[config.mk]
export PLATFORM = sky130hd
export DESIGN_NAME = booth_mac_seq
export DESIGN_NICKNAME = d
export VERILOG_FILES = /design/src/rtl/booth_pkg.sv /design/src/rtl/booth_mac_acc.sv /design/src/rtl/booth_mac_seq.sv
export SDC_FILE = /design/constraint.sdc
export NUM_CORES = 1
export LEC_CHECK = 0
export ABC_AREA = 0
export CORE_ASPECT_RATIO = 1.2
export CORE_MARGIN = 2
export CORE_UTILIZATION = 45
export DETAILED_ROUTE_END_ITERATION = 6
export DONT_BUFFER_PORTS = 1
export MAX_ROUTING_LAYER = met4
export PLACE_DENSITY = 0.67
export RECOVER_POWER = 100
export SYNTH_ARGS = -nofsm -noshare
export SYNTH_HDL_FRONTEND = slang
export SYNTH_HIERARCHICAL = 1
export SYNTH_SLANG_ARGS = --single-unit
[constraint.sdc]
create_clock -name clk -period 2.2 [get_ports clk]
set_input_delay 0.44 -clock clk [delete_from_list [all_inputs] [get_ports clk]]
set_output_delay 0.44 -clock clk [all_outputs]
set_load 0.005 [all_outputs]
[src/rtl/booth_pkg.sv]
// Shared types and sizing helpers for the Booth MAC sequencer and its accumulator.
package booth_pkg;

  localparam int OP_W_DEF     = 4;
  localparam int N_TERMS_DEF  = 8;
  localparam int MULT_LAT_DEF = 5;

  typedef enum logic [2:0] {
    ST_IDLE  = 3'd0,
    ST_ISSUE = 3'd1,
    ST_WAIT  = 3'd2,
    ST_ACCUM = 3'd3,
    ST_DONE  = 3'd4
  } state_e;

  // Bits needed to index v distinct values (clog2(1) = 0).
  function automatic int clog2(input int v);
    int r;
    int x;
    r = 0;
    x = v - 1;
    while (x > 0) begin
      r++;
      x = x >> 1;
    end
    return r;
  endfunction

endpackage

[src/rtl/booth_mac_acc.sv]
// Signed accumulator for the Booth MAC: sign-extends each product and adds it to the running sum.
// BOOTH_MAC_SAT_EN selects clamping with a sticky sat flag; otherwise the sum wraps modulo 2^ACC_W.
module booth_mac_acc #(
  parameter int PROD_W = 8,
  parameter int ACC_W  = 11
) (
  input  logic              clk,
  input  logic              rst,
  input  logic              clr_i,
  input  logic              add_i,
  input  logic [PROD_W-1:0] prod_i,
  output logic [ACC_W-1:0]  acc_o,
  output logic              sat_o
);

  logic [ACC_W-1:0] acc_q;
  logic [ACC_W-1:0] acc_d;

`ifdef BOOTH_MAC_SAT_EN
  localparam logic [ACC_W-1:0] ACC_MAX = {1'b0, {(ACC_W-1){1'b1}}};
  localparam logic [ACC_W-1:0] ACC_MIN = {1'b1, {(ACC_W-1){1'b0}}};

  logic [ACC_W:0] sum;
  logic           sat_q;
  logic           sat_d;

  // One guard bit: the two top bits disagree exactly when the true sum leaves ACC_W range.
  always_comb begin
    sum   = {acc_q[ACC_W-1], acc_q} + (ACC_W+1)'($signed(prod_i));
    acc_d = acc_q;
    sat_d = sat_q;
    if (add_i) begin
      if (sum[ACC_W] != sum[ACC_W-1]) begin
        acc_d = sum[ACC_W] ? ACC_MIN : ACC_MAX;
        sat_d = 1'b1;
      end else begin
        acc_d = sum[ACC_W-1:0];
      end
    end
  end

  always_ff @(posedge clk) begin
    if (rst || clr_i) begin
      sat_q <= 1'b0;
    end else begin
      sat_q <= sat_d;
    end
  end

  assign sat_o = sat_q;
`else
  // Wrapping mode only needs the low ACC_W bits of the sum.
  always_comb begin
    acc_d = acc_q;
    if (add_i) begin
      acc_d = acc_q + ACC_W'($signed(prod_i));
    end
  end

  assign sat_o = 1'b0;
`endif

  always_ff @(posedge clk) begin
    if (rst || clr_i) begin
      acc_q <= '0;
    end else begin
      acc_q <= acc_d;
    end
  end

  assign acc_o = acc_q;

endmodule

[src/rtl/booth_mac_seq.sv]
// Sequencer around an external fixed-latency Booth multiplier: issues operand pairs, accumulates
// N_TERMS products and presents the sum. Optional clamping via BOOTH_MAC_SAT_EN (see booth_mac_acc).
module booth_mac_seq
  import booth_pkg::*;
#(
  parameter int OP_W     = OP_W_DEF,
  parameter int N_TERMS  = N_TERMS_DEF,
  parameter int MULT_LAT = MULT_LAT_DEF,
  parameter int ACC_W    = 2*OP_W + clog2(N_TERMS)
) (
  input  logic              clk,
  input  logic              rst,
  input  logic              clear_i,
  input  logic              in_valid_i,
  output logic              in_ready_o,
  input  logic [OP_W-1:0]   a_i,
  input  logic [OP_W-1:0]   b_i,
  output logic              mult_start_o,
  output logic [OP_W-1:0]   mult_a_o,
  output logic [OP_W-1:0]   mult_b_o,
  input  logic [2*OP_W-1:0] mult_result_i,
  output logic              acc_valid_o,
  input  logic              acc_ready_i,
  output logic [ACC_W-1:0]  acc_o,
  output logic              sat_o,
  output logic [2:0]        dbg_state_o
);

  localparam int LAT_W = (clog2(MULT_LAT) > 0) ? clog2(MULT_LAT) : 1;
  localparam int CNT_W = clog2(N_TERMS + 1);

  state_e            state_q;
  logic [LAT_W-1:0]  lat_cnt_q;
  logic [CNT_W-1:0]  term_cnt_q;
  logic              mult_start_q;
  logic              acc_valid_q;
  logic [OP_W-1:0]   mult_a_q;
  logic [OP_W-1:0]   mult_b_q;

  logic accept;
  logic acc_take;

  // Valid/ready: a transfer happens on a posedge where valid and ready are both 1; the sender
  // holds its payload and valid until then. in_ready_o drops during rst/clear_i so no pair is lost.
  assign in_ready_o = (state_q == ST_IDLE) && !rst && !clear_i;
  assign accept     = in_valid_i && in_ready_o;
  assign acc_take   = acc_valid_q && acc_ready_i;

  always_ff @(posedge clk) begin
    if (rst || clear_i) begin
      state_q      <= ST_IDLE;
      lat_cnt_q    <= '0;
      term_cnt_q   <= '0;
      mult_start_q <= 1'b0;
      acc_valid_q  <= 1'b0;
      mult_a_q     <= '0;
      mult_b_q     <= '0;
    end else begin
      mult_start_q <= 1'b0;
      unique case (state_q)
        ST_IDLE: begin
          if (accept) begin
            mult_a_q     <= a_i;
            mult_b_q     <= b_i;
            mult_start_q <= 1'b1;
            state_q      <= ST_ISSUE;
          end
        end
        ST_ISSUE: begin
          lat_cnt_q <= '0;
          state_q   <= ST_WAIT;
        end
        ST_WAIT: begin
          if (lat_cnt_q == LAT_W'(MULT_LAT - 1)) begin
            state_q <= ST_ACCUM;
          end else begin
            lat_cnt_q <= lat_cnt_q + LAT_W'(1);
          end
        end
        ST_ACCUM: begin
          term_cnt_q <= term_cnt_q + CNT_W'(1);
          if (term_cnt_q == CNT_W'(N_TERMS - 1)) begin
            acc_valid_q <= 1'b1;
            state_q     <= ST_DONE;
          end else begin
            state_q <= ST_IDLE;
          end
        end
        ST_DONE: begin
          if (acc_ready_i) begin
            acc_valid_q <= 1'b0;
            term_cnt_q  <= '0;
            state_q     <= ST_IDLE;
          end
        end
        default: state_q <= ST_IDLE;
      endcase
    end
  end

  booth_mac_acc #(
    .PROD_W (2*OP_W),
    .ACC_W  (ACC_W)
  ) u_acc (
    .clk    (clk),
    .rst    (rst),
    .clr_i  (clear_i || acc_take),
    .add_i  (state_q == ST_ACCUM),
    .prod_i (mult_result_i),
    .acc_o  (acc_o),
    .sat_o  (sat_o)
  );

  assign mult_start_o = mult_start_q;
  assign mult_a_o     = mult_a_q;
  assign mult_b_o     = mult_b_q;
  assign acc_valid_o  = acc_valid_q;
  assign dbg_state_o  = state_q;

endmodule

# After elaboration in Yosys (flattened, before gate mapping)
# Index checks and enable logic that the tools add are counted.
# W data, S select, Z words.
[word_totals]
reg_bits = 31
in_bits = 21
out_inout_bits = 26
elab_cells = 54
[classes]
n_addsub = 3
n_eq_ne = 11
muxes = 13
n_bitwise = 1
reduce_logical = 18
[ops]
columns = ["operator", "count"]
rows = [
  ["$mux W3", 5],
  ["$pmux W3 S5", 1],
  ["$add A11 B11 Y11", 1],
  ["$ne A2 B2 Y1 const B", 5],
  ["$pmux W4 S2", 1],
  ["$eq A3 B2 Y1 const B", 2],
  ["$eq A3 B3 Y1 const B", 2],
  ["$pmux W3 S2", 1],
  ["$reduce_and A2 Y1", 3],
  ["$reduce_and A3 Y1", 2],
  ["$add A4 B1 Y4 const B", 1],
  ["$eq A4 B3 Y1 const B", 1],
  ["$logic_and A1 B1 Y1", 4],
  ["$mux W4", 1],
  ["$reduce_bool A2 Y1", 2],
  ["$add A3 B1 Y3 const B", 1],
  ["$eq A3 B1 Y1 const B", 1],
  ["$logic_not A3 Y1", 1],
  ["$logic_or A1 B1 Y1", 3],
  ["$mux W1", 3],
  ["$logic_not A1 Y1", 2],
  ["$pmux W1 S2", 1],
  ["$reduce_or A2 Y1", 1],
  ["$not A1 Y1", 1],
]

# Depth between registers and ports, before layout
# Gate-level depths: netlist of run 1.
[depth]
word_depth = 6
depth_mapped = 8
mapped_depth_nobuf = 8

# Hierarchy
# Netlist of run 1, hierarchy kept.
[modules_own_cells]
columns = ["module", "n_inst", "cells_each", "area_per_inst_um2", "seq_area_each_um2"]
rows = [
  ["booth_mac_seq", 1, 108, 1012.2, 400.4],
  ["booth_mac_acc", 1, 108, 932.1, 220.2],
]

# Least setup slack after synthesis of run 1
# No wires, ideal clock.
[synth_timing]
path_type = "input to register"
startpoint = "in mult_result_i[0]"
endpoint = "reg u_acc.acc_q[10] (netlist: u_acc/acc_o[10])"
setup_ps = 129
arrival_ps = 1808
required_time_ps = 2071
setup_slack_ps = 263
stages = 8
n_path_buf = 0
path_cell_list = "ha_1 > inv_1 > fa_1 > nor2b_4 > o31a_4 > o21a_1 > nor4_1 > nor3b_2"
[synth_via]
elab_chain_len = 1
[synth_rtl]
columns = ["item", "line", "source"]
rows = [
  ["start, declared", "booth_mac_seq.sv:21", "input logic [2*OP_W-1:0] mult_result_i,"],
  ["$add A11 B11 Y11", "booth_mac_acc.sv:56", "acc_d = acc_q + ACC_W'($signed(prod_i));"],
  ["end signal, assigned", "booth_mac_acc.sv:65", "acc_q <= '0;"],
  ["end signal, assigned", "booth_mac_acc.sv:67", "acc_q <= acc_d;"],
  ["end, declared", "booth_mac_acc.sv:16", "logic [ACC_W-1:0] acc_q;"],
]
# Every way passes these cells.
# A chain may end at the register's enable or synchronous reset.

# Final worst setup path of run 1
[layout_timing]
startpoint = "reg u_acc.acc_q[0] (netlist: u_acc/acc_o[0])"
endpoint = "reg u_acc.acc_q[10] (netlist: u_acc/acc_o[10])"
[layout_via]
elab_chain_len = 1
[layout_rtl]
columns = ["item", "line"]
rows = [
  ["$add A11 B11 Y11", "booth_mac_acc.sv:56"],
]
# Every way passes these cells.

==> impl_metrics.csv, run 1 <==
group,metric,value,unit
clock_tree,cts_hold_buf,0,
placement,hpwl,2.88,mm
global_routing,grt_overflow,0,
drt,drc,0,
yosys,syn_area_per_cell,9.00,um^2
global_routing,grt_pass1_vias,1475,
yosys,synth_warnings,6,
finish,diodes,0,
drt,wl_met1,1.56,mm
finish,drive_above_1_share,8.29,%
clock_tree,cts_buffer_depth,2,
hold_path,hold_class,"in2reg",
critical_path,cpPeakStageDelay,0.33,ns
critical_path,crit_path_start,"u_acc/acc_o[0]",
placement,dp_cells,265,
finish,final_cells,273,
sta,final.setup.tns,0,ns
power,power,1.23,mW
sta,skew,0.00400,ns
yosys,synth_top_family_by_area,"simple AND/OR/NAND/NOR gates",
drt,routed.top_layer,"met4",
critical_path,crit_chain,"ha_1, inv_1, fa_1, nor2b_4, o31a_2, o21a_1, nor4_1, nor3b_2",
power,leakagePower,0.875,nW
finish,area_growth,4.57,%
yosys,synth-xor-area-share,1.35,%
yosys,synth_fa_ha_area_share,9.40,%
yosys,async_flop_share,0,%
die,floorplan.initialDensity,46.3,%
die,dieArea,4860,um^2
clock_tree,cts_sinks,31,
yosys,yosys.area_share.simple,25.3,%
yosys,synth_fp_nets,251,
die,die_w,64.0,um
clock_tree,h-tree-depth,2,
yosys,ys_top_cells_by_count,"dfxtp_1 (31), inv_1 (15), nand2_1 (15)",
global_routing,grt_max_degree,18,
die,rows,26,
yosys,synthesis.area,1940,um^2
yosys,synth_compound_area_share,17.3,%
drt,via_per_inst,5.67,
drt,drt_first_pass_iters,4,
power,power.density,605,nW/um^2
yosys,synth_most_common_cell,"dfxtp_1",
yosys,ys_top_cells_by_area,"dfxtp_1 (32%), ha_1 (8.4%), mux2i_1 (7.2%), a21oi_1 (3.6%), nand3b_1 (3.1%)",
clock_tree,clk_latency,0.28,ns
critical_path,cp_max_fo,5,
clock_tree,clk_pin_slew_worst_paths,0.07,ns
yosys,synth_top_area_share,31.9,%
power,ir_drop,0.000337,V
critical_path,cp-start-kind,"register",
clock_tree,cts_root_buf,"clkbuf_8",
clock_tree,cts_tree,"built",
finish,seq_area,621,um^2
drt,wl_met2,1.89,mm
global_routing,grt_pass1_wl,6.58,mm
drt,detailedRoute.firstIterationViolations,54,
clock_tree,cts.repair.resized,0,
critical_path,path_class,"reg2reg",
placement,gp_congestion,0.810,
yosys,synth_ff_type,"dfxtp_1",
finish,multi_input_area,1140,um^2
sta,finalMaxSlewViolations,0,
drt,routed_wl,3.80,mm
critical_path,cp-end-kind,"register",
sta,fmax,512,MHz
sta,worst_pin_slew,0.648,ns
drt,route.met3.wl,258,um
yosys,yosys.cell_types.count,57,
drt,wl_per_cell,13.9,um
drt,vias,1549,
global_routing,antenna_found_initial,0,
clock_tree,post_cts_buffers,0,
finish,nFillCells,411,
yosys,synth-edff-count,0,
critical_path,required,2.37,ns
global_routing,track_usage,17.3,%
critical_path,r2r_start,"u_acc/acc_o[0]",
yosys,synth_cells,216,
die,io_pins,47,
drt,ant_nets,0,
yosys,yosysSeqAreaShare,31.9,%
clock_tree,cts_buffers,5,
sta,finalSetupViolations,0,
flow_run,maxCapViolCount,0,
placement,port_buffers,0,
sta,rsz0062_at_grt,"false",
sta,fin_crit,1.95,ns
sta,period_share,88.7,%
sta,slew-limit-headroom,56.8,%
yosys,synth_mux_area_share,7.21,%
sta,hold_viol,0,
die,coreArea,4200,um^2
die,die_h,76.0,um
yosys,yosysTopAreaCell,"dfxtp_1",
finish,finalNetCount,251,
yosys,ys_ff_latch,31,
hold_path,min_from,"b_i[3]",
status,status,"finished clean",
critical_path,cp.arrival,2.12,ns
critical_path,slowest_stage,"dfxtp_1",
[sequential cells by signal, indices dropped and copies added (netlist names)]
register and flops:
dbg_state_o 3, u_acc/acc_o 11, acc_valid_o 1, lat_cnt_q 3, mult_b_o 4, term_cnt_q 4
mult_start_o 1, mult_a_o 4
[path summary, 6_finish.rpt]
check | end | slack, ns | cells after the start
max | u_acc/acc_o[10] | 0.25 | 8
min | mult_b_o[3] | 0.29 | 2
max reg2reg | u_acc/acc_o[10] | 0.25 | 8
min reg2reg | mult_a_o[1] | 0.48 | 2
[layer usage]
metal	up-vias	track usage, %
li1	774	-
met1	724	18.5
met2	40	28.2
met3	11	6.35
met4	0	7.83
met5	-	-
[worst max-delay path, delay by kind of cell, from the launching register on]
family,cells,cell delay [ns]
AO/OA/AOI/OAI,2,0.54
adder cells (fa/ha/maj),2,0.45
buffers and inverters,1,0.07
flip-flops,1,0.33
AND/OR/NAND/NOR,3,0.45
[final cells by class]
type | instances | area share (%)
multi-input combinational | 157 | 56.2
clock buffer | 6 | 4.06
timing repair buffer | 5 | 1.11
tap | 56 | 3.45
sequential | 31 | 30.5
inverter | 16 | 2.95
clock inverter | 2 | 1.72
[metrics by stage]
step / util [%] / hold WS (ns) / worst slack, ns / area (um^2)
after global routing: 48.4 / 0.280 / 0.108 / 2030
after CTS: 49.7 / 0.280 / 0.262 / 2090
after floorplan: - / 0.449 / 0.263 / 1940
after detailed placement: 46.9 / 0.474 / 0.195 / 1970
after global placement: 46.9 / 0.467 / 0.220 / 1970
final: 48.4 / 0.287 / 0.248 / 2030
[cell usage in the layout (no fill, tap or decap), types with 2 or more instances in the layout]
master and count:
a21boi_0 2, a21o_1 5, a21oi_1 16, and3_1 2
clkbuf_1 4, clkbuf_8 6, dfxtp_1 31, ha_1 13
inv_1 16, mux2i_1 14, nand2_1 15, nand2b_1 6
nand3_1 11, nand3b_1 8, nand4_1 5, nand4b_1 2
nor2_1 8, nor3_1 3, nor3b_1 2, o21a_1 3
o21ai_0 8, o31ai_1 3, or2_2 2, or3_1 2
xnor2_1 3
[report_power, final]
part           switching [mW]  internal (mW)
Combinational          0.0436         0.0302
Sequential            0.00614          0.569
Clock                   0.216          0.366
[kinds of logic after synthesis]
kind of cell | Yosys count
compound gates | 48
fa+ha+maj | 14
other cells | 1
buf+inv | 28
simple gates | 77
flops | 31
mux | 14
xor+xnor | 3
Power figures use the tool's default switching activity.
==> inputs of run 2 (changes only) <==
CORE_MARGIN = default   (was 2)
SLEW_MARGIN = 20   (was default)
clock period = 1.8 ns   (was 2.2 ns; I/O delays follow)
==> run 2 against run 1 <==
Net effect:
- the flow now finishes with violations (negative setup slack)
- die area down 5.7%
- critical path depth is 1 higher
- maximum frequency increased by 6.3%
- setup slack got worse by 0.28 ns
- register-to-register slack lost 0.28 ns
- sequential power is 22% higher
- critical endpoint unchanged
- clock power grew 41%
- combinational power up 43%
- global-route usage is 2.2 points higher
- largest power group unchanged
- first-iteration DRC count up 22%
==> impl_metrics.csv, run 2 (synthesis results as in run 1) <==
group,metric,value,unit
clock_tree,cts_buffers,5,
sta,skew,0.00795,ns
clock_tree,cts_root_buf,"clkbuf_8",
power,intPower,1.30,mW
placement,post-place-ws,-0.0936,ns
critical_path,cp.arrival,2.01,ns
global_routing,grt_pass1_wl,6.44,mm
power,power.density,728,nW/um^2
sta,final.setup.tns,-0.0604,ns
clock_tree,h-tree-depth,2,
drt,detailedRoute.firstIterationViolations,66,
global_routing,grt_overflow,0,
drt,vias,1556,
finish,area_growth,15.2,%
die,die_w,62.0,um
finish,finalNetCount,266,
power,clockPowerShare,50.4,%
die,dieArea,4590,um^2
global_routing,track_usage,19.5,%
die,die_h,74.0,um
die,coreArea,4040,um^2
die,floorplan.initialDensity,48.2,%
sta,fmax,545,MHz
sta,finalSetupViolations,2,
finish,final_common_cell,"dfxtp_1",
sta,finalMaxSlewViolations,0,
sta,rsz0062_at_grt,"true",
power,p_seq_share,43.1,%
finish,nFillCells,370,
clock_tree,cts_sinks,31,
critical_path,cp_max_fo,5,
power,ir_drop,0.000402,V
status,status,"finished, violations left",
finish,drive_above_1_share,19.8,%
die,io_pins,47,
drt,ant_nets,0,
critical_path,crit_chain,"ha_4, inv_2, fa_2, nor2b_4, o31a_4, buf_4, nor4_4, o31ai_1, nor3b_2",
power,leakagePower,0.975,nW
power,power.share.switching,20.4,%
placement,port_buffers,0,
critical_path,required,1.97,ns
finish,largest_register_ffs,11,
die,rows,25,
status,violations,"negative setup slack",
global_routing,grt_max_degree,20,
power,combPwrFrac,6.5,%
critical_path,path_class,"reg2reg",
critical_path,cpPeakStageDelay,0.34,ns
finish,final_cells,286,
critical_path,crit_family,"compound AO/OA/AOI/OAI gates",
drt,via_per_inst,5.44,
placement,dp_cells,275,
finish,final_cell_mix,"dfxtp_1 (30), buf_4 (19), nand2_1 (15)",
clock_tree,cts_tree,"built",
critical_path,slowest_stage,"o31a_4",
placement,gp_congestion,0.791,
placement,hpwl,2.89,mm
finish,diodes,0,
sta,fin_crit,1.84,ns
power,switchingPower,0.333,mW
sta,period_share,102,%
critical_path,worst-path-buf-inv,2,
flow_run,maxCapViolCount,0,
clock_tree,cts_hold_buf,0,
global_routing,grt_pass1_vias,1469,
drt,drt_first_pass_iters,4,
drt,drc,0,
finish,fin_util,55.5,%
drt,routed_wl,3.98,mm
drt,wl_per_cell,13.9,um
global_routing,antenna_found_initial,0,
critical_path,cp-end-kind,"register",
hold_path,hold_class,"in2reg",
clock_tree,cts_buffer_depth,2,
sta,hold_viol,0,
critical_path,cp-start-kind,"register",
sta,setup_ws,-0.0357,ns
clock_tree,clk_pin_slew_worst_paths,0.07,ns
clock_tree,clk_latency,0.28,ns
==> run 2: cell types whose count changed in the layout (fill, tap and decap cells not counted), sizes merged <==
cell / change
clkinv: -1
bufinv: +1
clkbuf: -3
buf: +18
==> run 2: area by class of cell <==
| cell class | instances | area, um^2 | share of cell area (%) |
|---|---|---|---|
| multi-input cells | 157 | 1210 | 54.1 |
| flip-flops and latches | 31 | 622 | 27.8 |
| repair buffers | 20 | 146 | 6.54 |
| clock buffers | 6 | 72.6 | 3.24 |
| well taps | 54 | 67.6 | 3.02 |
| clock inverters | 2 | 60.1 | 2.68 |
| inverters | 16 | 60.1 | 2.68 |
==> run 2: final timing paths <==
path | slack (ns) | cells after the start | from | endpoint
worst max register to register | -0.04 | 9 | u_acc/acc_o[0] | u_acc/acc_o[10]
worst min-delay path | 0.20 | 2 | b_i[3] | mult_b_o[3]
worst min register to register | 0.48 | 2 | mult_b_o[3] | mult_b_o[3]
worst max-delay path | -0.04 | 9 | u_acc/acc_o[0] | u_acc/acc_o[10]
==> run 2: repair_timing <==
item	CTS	global route
resized for setup	4	3
buffers inserted	2	1
endpoints found under the setup margin	3	5
pin swaps	10	8
==> run 2: power by group through the flow <==
| stage | sequential (mW) | clock, mW | combinational, mW |
|---|---|---|---|
| after floorplan | 0.718 | 0 | 0.0862 |
| after CTS | 0.703 | 0.839 | 0.106 |
| after global placement | 0.719 | 0 | 0.104 |
| after detailed placement | 0.719 | 0 | 0.105 |
| final | 0.703 | 0.821 | 0.106 |
| after global routing | 0.705 | 0.862 | 0.117 |
==> run 2: metrics by stage <==
stage	hold slack [ns]	total power, mW	instance area, um^2
finish	0.198	1.63	2240
global route	0.197	1.68	2240
floorplan	0.449	0.804	1960
global placement	0.465	0.823	2070
detailed placement	0.473	0.824	2070
CTS	0.188	1.65	2240
==> run 2: routing by layer <==
metal	track usage [%]	wire length [um]	part of all wire, %	vias to the layer above
met2	32.2	1910	48	34
met1	21.2	1780	45	716
met4	6.67	62	1.6	0
met5	-	0	0	-
li1	-	-	-	800
met3	7.13	226	5.7	6
